### src/rtl/uart_tx_arbiter_pkg.sv
// Shared types and constants for the UART TX arbiter and its selector.
// Holds the arbiter FSM state encoding and the default byte width.
package uart_tx_arbiter_pkg;

  localparam int UART_DATA_W = 8;

  typedef enum logic [1:0] {
    ST_IDLE      = 2'd0,
    ST_START     = 2'd1,
    ST_WAIT_BUSY = 2'd2,
    ST_WAIT_DONE = 2'd3
  } arb_state_e;

endpackage

### src/rtl/uart_rr_select.sv
// Round-robin selector: scans rr_ptr+1 .. rr_ptr (mod N_REQ) for the first
// set request. Ports: req, rr_ptr in; winner index and valid out.
module uart_rr_select #(
  parameter int N_REQ = 4,
  parameter int PW    = 2
) (
  input  logic [N_REQ-1:0] req,
  input  logic [PW-1:0]    rr_ptr,
  output logic [PW-1:0]    winner,
  output logic             valid
);

  always_comb begin
    int idx;
    winner = '0;
    valid  = 1'b0;
    for (int i = 1; i <= N_REQ; i++) begin
      // explicit wrap so non-power-of-2 N_REQ works
      idx = int'(rr_ptr) + i;
      if (idx >= N_REQ) begin
        idx = idx - N_REQ;
      end
      if (!valid && req[idx]) begin
        valid  = 1'b1;
        winner = PW'(idx);
      end
    end
  end

endmodule

### src/rtl/uart_tx_arbiter.sv
// Round-robin arbiter sharing one UART transmitter among N_REQ byte sources.
// Ports: clk, rst (async active-low), connection_status, req, req_data,
//   grant, done, tx_word, tx_start, tx_busy, err_timeout.
// Optional watchdog enabled by defining UART_ARB_TIMEOUT_EN.
module uart_tx_arbiter
  import uart_tx_arbiter_pkg::*;
#(
  parameter int N_REQ          = 4,
  parameter int DATA_W         = UART_DATA_W,
  parameter int TIMEOUT_CYCLES = 2048
) (
  input  logic                    clk,
  input  logic                    rst,
  input  logic                    connection_status,
  input  logic [N_REQ-1:0]        req,
  input  logic [N_REQ*DATA_W-1:0] req_data,
  output logic [N_REQ-1:0]        grant,
  output logic [N_REQ-1:0]        done,
  output logic [DATA_W-1:0]       tx_word,
  output logic                    tx_start,
  input  logic                    tx_busy,
  output logic                    err_timeout
);

  localparam int PW = (N_REQ > 1) ? $clog2(N_REQ) : 1;
  localparam logic [PW-1:0] RR_RST = PW'(N_REQ - 1);

  arb_state_e state_q, state_d;
  logic [N_REQ-1:0]  grant_q, grant_d;
  logic [N_REQ-1:0]  done_q, done_d;
  logic [DATA_W-1:0] word_q, word_d;
  logic              start_q, start_d;
  logic              err_q, err_d;
  logic [PW-1:0]     owner_q, owner_d;
  logic [PW-1:0]     rr_q, rr_d;

  logic [PW-1:0] win;
  logic          win_vld;
  logic          tmo;
  logic          waiting;

  uart_rr_select #(
    .N_REQ (N_REQ),
    .PW    (PW)
  ) u_sel (
    .req    (req),
    .rr_ptr (rr_q),
    .winner (win),
    .valid  (win_vld)
  );

  assign waiting = (state_q == ST_WAIT_BUSY) ||
                   (state_q == ST_WAIT_DONE);

`ifdef UART_ARB_TIMEOUT_EN
  localparam int CW = (TIMEOUT_CYCLES > 2) ?
                      $clog2(TIMEOUT_CYCLES) : 1;

  logic [CW-1:0] cnt_q, cnt_d;

  // START always leads into WAIT_BUSY, so clearing here
  // clears on entry to WAIT_BUSY.
  always_comb begin
    cnt_d = cnt_q;
    if (state_q == ST_START) begin
      cnt_d = '0;
    end else if (waiting) begin
      cnt_d = cnt_q + 1'b1;
    end
  end

  always_ff @(posedge clk or negedge rst) begin
    if (!rst) begin
      cnt_q <= '0;
    end else begin
      cnt_q <= cnt_d;
    end
  end

  assign tmo = waiting &&
               (cnt_q == CW'(TIMEOUT_CYCLES - 1));
`else
  assign tmo = 1'b0;
`endif

  always_comb begin
    state_d = state_q;
    grant_d = '0;
    done_d  = '0;
    word_d  = word_q;
    start_d = 1'b0;
    err_d   = 1'b0;
    owner_d = owner_q;
    rr_d    = rr_q;
    unique case (state_q)
      ST_IDLE: begin
        if (connection_status && win_vld) begin
          word_d  = req_data[int'(win)*DATA_W +: DATA_W];
          owner_d = win;
          grant_d = N_REQ'(1) << win;
          state_d = ST_START;
        end
      end
      ST_START: begin
        // registered strobe lands one cycle after grant
        start_d = 1'b1;
        state_d = ST_WAIT_BUSY;
      end
      ST_WAIT_BUSY: begin
        if (tmo) begin
          err_d   = 1'b1;
          rr_d    = owner_q;
          state_d = ST_IDLE;
        end else if (tx_busy) begin
          state_d = ST_WAIT_DONE;
        end
      end
      ST_WAIT_DONE: begin
        if (tmo) begin
          err_d   = 1'b1;
          rr_d    = owner_q;
          state_d = ST_IDLE;
        end else if (!tx_busy) begin
          done_d  = N_REQ'(1) << owner_q;
          rr_d    = owner_q;
          state_d = ST_IDLE;
        end
      end
      default: state_d = ST_IDLE;
    endcase
  end

  always_ff @(posedge clk or negedge rst) begin
    if (!rst) begin
      state_q <= ST_IDLE;
      grant_q <= '0;
      done_q  <= '0;
      word_q  <= '0;
      start_q <= 1'b0;
      err_q   <= 1'b0;
      owner_q <= '0;
      rr_q    <= RR_RST;
    end else begin
      state_q <= state_d;
      grant_q <= grant_d;
      done_q  <= done_d;
      word_q  <= word_d;
      start_q <= start_d;
      err_q   <= err_d;
      owner_q <= owner_d;
      rr_q    <= rr_d;
    end
  end

  assign grant       = grant_q;
  assign done        = done_q;
  assign tx_word     = word_q;
  assign tx_start    = start_q;
  assign err_timeout = err_q;

endmodule
### config.mk
export PLATFORM = sky130hd
export DESIGN_NAME = uart_tx_arbiter
export DESIGN_NICKNAME = d
export VERILOG_FILES = /design/src/rtl/uart_tx_arbiter_pkg.sv /design/src/rtl/uart_rr_select.sv /design/src/rtl/uart_tx_arbiter.sv
export SDC_FILE = /design/constraint.sdc
export NUM_CORES = 1
export LEC_CHECK = 0
export CORE_ASPECT_RATIO = 1.1
export CORE_MARGIN = 3
export CORE_UTILIZATION = 40
export CTS_BUF_LIST = sky130_fd_sc_hd__clkbuf_8
export CTS_CLUSTER_SIZE = 40
export DETAILED_ROUTE_END_ITERATION = 10
export PLACE_DENSITY = 0.74
export SYNTH_ARGS = -nofsm -noshare
export SYNTH_HDL_FRONTEND = slang
export SYNTH_SLANG_ARGS = --single-unit
### constraint.sdc
create_clock -name clk -period 2.8 [get_ports clk]
set_input_delay 0.84 -clock clk [delete_from_list [all_inputs] [get_ports clk]]
set_output_delay 0.84 -clock clk [all_outputs]
set_load 0.01 [all_outputs]
# == Yosys cells after proc, flatten, opt, wreduce, memory -nomap -nowiden ==
# Index checks and enable logic that the tools add are counted.
# totals
out_inout_bits,18
reg_bits,23
word_cells,77
input_bits,40
# classes
eq_ne,6
n_shift,3
add_sub_neg,8
order_cmp,8
n_bitwise,1
muxes,33
n_reduce_logical,11
# ops
op,n
greater-or-equal comparator 32 x 4 -> 1 bit (second input constant),4
< comparator 32 x 4 -> 1 bit (second input constant),4
2-to-1 mux 32 bit,4
subtractor 32 x 4 -> 32 bit (second input constant),4
indexed part select 32 x 6 -> 8 bit,1
2-to-1 mux 4 bit,4
2-to-1 mux 2 bit,7
2-to-1 mux 1 bit,13
binary-select mux 1 bit (select 2 bit),4
one-hot mux 2 bit (4 select lines),1
left shift 1 x 2 -> 4 bit (first input constant),2
adder 2 x 2 -> 3 bit (second input constant),2
!= test 2 bit (second input constant),3
adder 2 x 3 -> 4 bit (second input constant),1
== test 2 bit (second input constant),2
logical AND 1 bit,4
AND reduction 2 bit,2
adder 2 x 1 -> 3 bit (second input constant),1
logical NOT 1 bit,3
AND reduction 3 bit,1
== test 2 x 1 -> 1 bit (second input constant),1
logical NOT 2 bit,1
inverter 1 bit,1

# == Logic depth before layout (Yosys ltp) ==
# depth
depth_word,19
ltp_mapped,7
depth_no_buf,7

# == By module ==
# From an unflattened synthesis, not the netlist that was laid out.
# hier_totals
hier_cells,112
hier_area_um2,1206.2
# by_module_without_submodules
module,seq_area_each_um2,cells_each,instances,area_each_um2
uart_tx_arbiter,578.1,98,1,1114.8
uart_rr_select,0.0,14,1,91.3

# == Worst setup path after synthesis ==
# No wires, ideal clock.
# synth_timing
kind,input to register
start,in req[0]
end,"reg word_q[0], in the netlist tx_word[0]"
path_slack_ns,0.767
t_required_ns,2.661
path_stages,6
path_buffers,1
setup_time_ns,0.139
t_arrival_ns,1.893
cell_sequence,o21ai_2 > a21oi_4 > or3_1 > buf_6 > a211oi_2 > a211oi_1
# synth_between
elab_chain_cells,15
word_cells_on_any_way,29
classes_between,1 x shift; 20 x mux; 8 x reduce/logical
# synth_rtl
item,line,source
start: declaration,uart_tx_arbiter.sv:15,"input logic [N_REQ-1:0] req,"
branches (longest 15 deep; another with binary-select mux 1 bit (select 2 bit)),--,
end signal: assignment,uart_tx_arbiter.sv:147,word_q <= word_d;
end: declaration,uart_tx_arbiter.sv:31,"logic [DATA_W-1:0] word_q, word_d;"
# Parallel ways; which one is timed is not known. The select of a mux whose other input is x is not followed.
# A chain may end at the register's enable or synchronous reset.

# == Worst setup path after layout ==
# layout_timing
start,in req[1]
end,"reg word_q[6], in the netlist tx_word[6]"
# Same word-level chain as after synthesis.

==> results_tabular.tex <==
\begin{tabular}{lr}
\hline
Metric & Value \\
\hline
\multicolumn{2}{l}{\textbf{Outcome}} \\
\quad Result of the run & complete, no violations \\
\multicolumn{2}{l}{\textbf{Routing}} \\
\quad 1st-iter DRT viols & 44 \\
\quad Sum of routed wire segments on met1 & approximately 1400 um \\
\quad Top layer reached by signal wires & met4 \\
\quad Pre-Repair DR Iteration Count & 4 \\
\quad DRT Wirelength & between 3000 and 4000 um \\
\quad Met3 routed WL & approximately 120 um \\
\quad Vias per cell & 5.21 \\
\quad WL/cell & 14.5 um \\
\quad Via count & 1187 \\
\quad Met2 wire length & roughly 1700 um \\
\quad \# DRC & 0 \\
\quad Number of nets still failing antenna checks after routing & 0 \\
\multicolumn{2}{l}{\textbf{Yosys}} \\
\quad Top\_reg\_cell synth & sky130\_fd\_sc\_hd\_\_dfrtp\_1 \\
\quad Count of flip-flops with a built-in enable after synthesis & 0 \\
\quad Sequential cell area fraction in the yosys report & 0.435 \\
\quad FF+latch count, synth & 23 \\
\quad Syn Nets & about 180 \\
\quad Cell taking the most area after synthesis & sky130\_fd\_sc\_hd\_\_dfrtp\_1 \\
\quad Average footprint of a synthesized cell & $\sim$10 sq um \\
\quad Gate count after technology mapping & 132 \\
\quad Number of different library cells in the post-synthesis netlist & 36 \\
\quad Area of the mapped netlist & approximately 1300 sq um \\
\quad Commonest cells in the netlist & sky130\_fd\_sc\_hd\_\_dfrtp\_1 (21), sky130\_fd\_sc\_hd\_\_nor2\_1 (15), sky130\_fd\_sc\_hd\_\_nand2\_1 (14), sky130\_fd\_sc\_hd\_\_nor3\_1 (11) \\
\quad Proportion of netlist area held by the largest area contributor & 0.396 \\
\quad Largest cells by area after synthesis & sky130\_fd\_sc\_hd\_\_dfrtp\_1 (40\%), sky130\_fd\_sc\_hd\_\_a211oi\_2 (7.5\%), sky130\_fd\_sc\_hd\_\_mux2i\_1 (6.8\%) \\
\quad Cell with the most instances after synthesis & sky130\_fd\_sc\_hd\_\_dfrtp\_1 \\
\quad Post-synthesis async set-or-reset flop share & 1.00 \\
\quad Count of yosys warnings during synthesis & 0 \\
\multicolumn{2}{l}{\textbf{Pwr}} \\
\quad Clock group share of total power & 0.136 \\
\quad Switching share of power & 0.382 \\
\quad Switch Pwr & roughly 610 uW \\
\quad Static leakage & about 0.00083 uW \\
\quad Maximum VDD drop & between 0.0003 and 0.0004 V \\
\quad Int Pwr & about 1000 uW \\
\quad Power density cells & between 800 and 900 nW/um\^{}2 \\
\quad Logic pwr share & 0.517 \\
\quad Register share of total power & 0.346 \\
\multicolumn{2}{l}{\textbf{Min path}} \\
\quad Hold EP & done[2] \\
\quad Worst hold path cell count & 1 \\
\quad Worst hold start & owner\_q[0] \\
\quad Type of the tightest min-delay check & flip-flop to flip-flop \\
\multicolumn{2}{l}{\textbf{Finish}} \\
\quad Fraction of final layout cells sized beyond drive strength 1 & 0.175 \\
\quad Final-layout fill cell count & 260 \\
\quad Cell area after layout & 2000 sq um \\
\quad Number of antenna diodes & 0 \\
\quad Final \#Nets & between 200 and 250 \\
\quad Sequential Area & $\sim$580 sq um \\
\quad Share of the core filled with cells & 0.644 \\
\quad Area added between synthesis and finish & 50.5\% \\
\quad Footprint of the multi-input gates & between 600 and 700 sq um \\
\multicolumn{2}{l}{\textbf{Global route}} \\
\quad Number of global-route vias before repair & about 1.2k \\
\quad Global route overflow & 0 \\
\quad Largest net degree at the start of global routing & 24 \\
\quad Antenna violations before repair & 0 \\
\quad Wire length of the first global-routing pass & $\sim$5300 um \\
\quad Global-route total usage across every layer & 0.175 \\
\multicolumn{2}{l}{\textbf{Timing}} \\
\quad Ratio of final minimum period to clock period & 0.866 \\
\quad Setup TNS & 0 ns \\
\quad Number of pins with negative max-slew slack in the final report & 0 \\
\quad Setup repair after global routing missed its margin & no \\
\quad Highest clock frequency the design can meet & around 410 MHz \\
\quad Actual transition at the worst max-transition pin & about 0.54 ns \\
\quad Shortest period the worst path allows & roughly 2.4 ns \\
\quad Number of setup violations in the final report & 0 \\
\quad Slew headroom & 0.640 \\
\quad Clock Skew & between 0.006 and 0.007 ns \\
\quad Hold Vio Cnt, Final & 0 \\
\multicolumn{2}{l}{\textbf{Floorplan}} \\
\quad Area of the core region & 3100 sq um \\
\quad Die Area & between 4000 and 5000 sq um \\
\quad Initial core utilization & 0.428 \\
\quad Die width & around 60 um \\
\quad IO Pins & between 50 and 60 \\
\quad Row count & 21 \\
\quad Vertical extent of the die & approximately 66 um \\
\multicolumn{2}{l}{\textbf{CTS}} \\
\quad Root buffer selected by CTS & sky130\_fd\_sc\_hd\_\_clkbuf\_8 \\
\quad Number of H-tree branching levels & 1 \\
\quad CTS tree & built \\
\quad Post-cts resize count & 0 \\
\quad Clock Tree Buf Depth & 2 \\
\quad TritonCTS Buffers & 3 \\
\quad Clock latency of the later-clocked register in the worst-skew pair & roughly 0.27 ns \\
\quad Clock-pin slew of the registers on the worst-case setup and hold paths & approximately 0.090 ns \\
\quad Setup Fix Bufs, Post-CTS & 0 \\
\quad Number of hold buffers added after CTS & 0 \\
\quad Clock sink count & 23 \\
\multicolumn{2}{l}{\textbf{Setup path}} \\
\quad Crit path capture type & flip-flop \\
\quad Crit path required time & 2.94 ns \\
\quad Crit-path max FO & 9 \\
\quad Data arrival at the endpoint of the critical path & 2.56 ns \\
\quad Path type of the worst setup path & primary input to flip-flop \\
\quad Crit start category & primary input \\
\quad Reg-to-Reg Start & rr\_q[1] \\
\quad Worst r2r dst & tx\_word[6] \\
\quad Slack of the worst reg-to-reg path & 0.89 ns \\
\quad Depth of the worst register-to-register path & 5 \\
\multicolumn{2}{l}{\textbf{Placement}} \\
\quad Dpl cell area & 1950 sq um \\
\quad Post-DP HPWL & between 2000 and 3000 um \\
\quad Final Wtd Congestion & approximately 0.83 \\
\quad Number of I/O port buffers & 56 \\
\multicolumn{2}{l}{\textbf{Flow run}} \\
\quad Max-cap violations & 0 \\
\hline
\end{tabular}
## stage by stage
step | setup slack (ns) | hold slack (ns) | power (uW) | cells
6_report | 0.376 | 0.519 | 1600 | 228
5_1_grt | 0.233 | 0.557 | 1730 | 228
4_1_cts | 0.360 | 0.520 | 1610 | 228
3_5_place_dp | 0.0705 | 0.502 | 1390 | 224
3_3_place_gp | 0.153 | 0.495 | 1370 | 224
2_1_floorplan | 0.767 | 0.465 | 1050 | 132
## registers in the layout (all words and copies together), names as in the netlist
| name | flops |
|---|---|
| done | 4 |
| grant | 4 |
| owner_q | 2 |
| rr_q | 2 |
| state_q | 2 |
| tx_start | 1 |
| tx_word | 8 |
## worst max-delay path: stages
cell,delay [ns]
sky130_fd_sc_hd__clkdlybuf4s50_1,0.53
sky130_fd_sc_hd__or2b_1,0.22
sky130_fd_sc_hd__a21oi_1,0.09
sky130_fd_sc_hd__or2_2,0.36
sky130_fd_sc_hd__nor2_2,0.38
sky130_fd_sc_hd__a211oi_1,0.14
## power by group through the flow
stage	Combinational, uW	Sequential (uW)	Clock (uW)
CTS	838	554	221
detailed placement	835	560	0
global placement	813	553	0
global route	922	573	235
floorplan	466	582	0
finish	828	555	218
## cell families after synthesis
logic type,share of synthesized area
DFF,0.435
other,0.00282
muxes,0.0679
buffers and inverters,0.0424
and+or+nand+nor,0.209
AOI/OAI and AO/OA,0.205
adders and majority gates,0.0377
## worst max-delay path by stage
stage	from	endpoint	slack, ns
CTS	req[1]	tx_word[6]	0.36
global route	req[1]	tx_word[7]	0.23
detailed placement	req[1]	tx_word[6]	0.07
floorplan	req[0]	tx_word[0]	0.77
finish	req[1]	tx_word[6]	0.38
global placement	req[3]	tx_word[3]	0.15
## layout by cell type, fill, tap and decap left out, types with 2 or more instances in the layout
cell type and n:
sky130_fd_sc_hd__dfrtp_1 21, sky130_fd_sc_hd__buf_4 8, sky130_fd_sc_hd__nor3b_1 2, sky130_fd_sc_hd__nand2b_1 2, sky130_fd_sc_hd__mux2i_1 9, sky130_fd_sc_hd__inv_1 4
sky130_fd_sc_hd__clkbuf_8 3, sky130_fd_sc_hd__nor3_1 11, sky130_fd_sc_hd__dfstp_2 2, sky130_fd_sc_hd__clkdlybuf4s50_1 56, sky130_fd_sc_hd__a211oi_1 9, sky130_fd_sc_hd__o21ai_2 2
sky130_fd_sc_hd__nor2b_1 2, sky130_fd_sc_hd__o21ai_0 3, sky130_fd_sc_hd__ha_1 4, sky130_fd_sc_hd__nand2_1 14, sky130_fd_sc_hd__a211oi_2 8, sky130_fd_sc_hd__nor2_1 15
## layer usage
metal,up-vias,global-route usage
li1,593,-
met2,31,0.301
met3,5,0.0195
met4,0,0.0867
met5,-,0
met1,558,0.211
## cell type report
type / count / share of cell area
Multi-Input combinational cell: 99 / 0.347
Timing Repair Buffer: 64 / 0.311
Sequential cell: 23 / 0.289
Tap cell: 34 / 0.0213
Clock buffer: 3 / 0.0207
Inverter: 4 / 0.00751
Clock inverter: 1 / 0.00376
No activity file was read; power rests on OpenSTA's default activity.
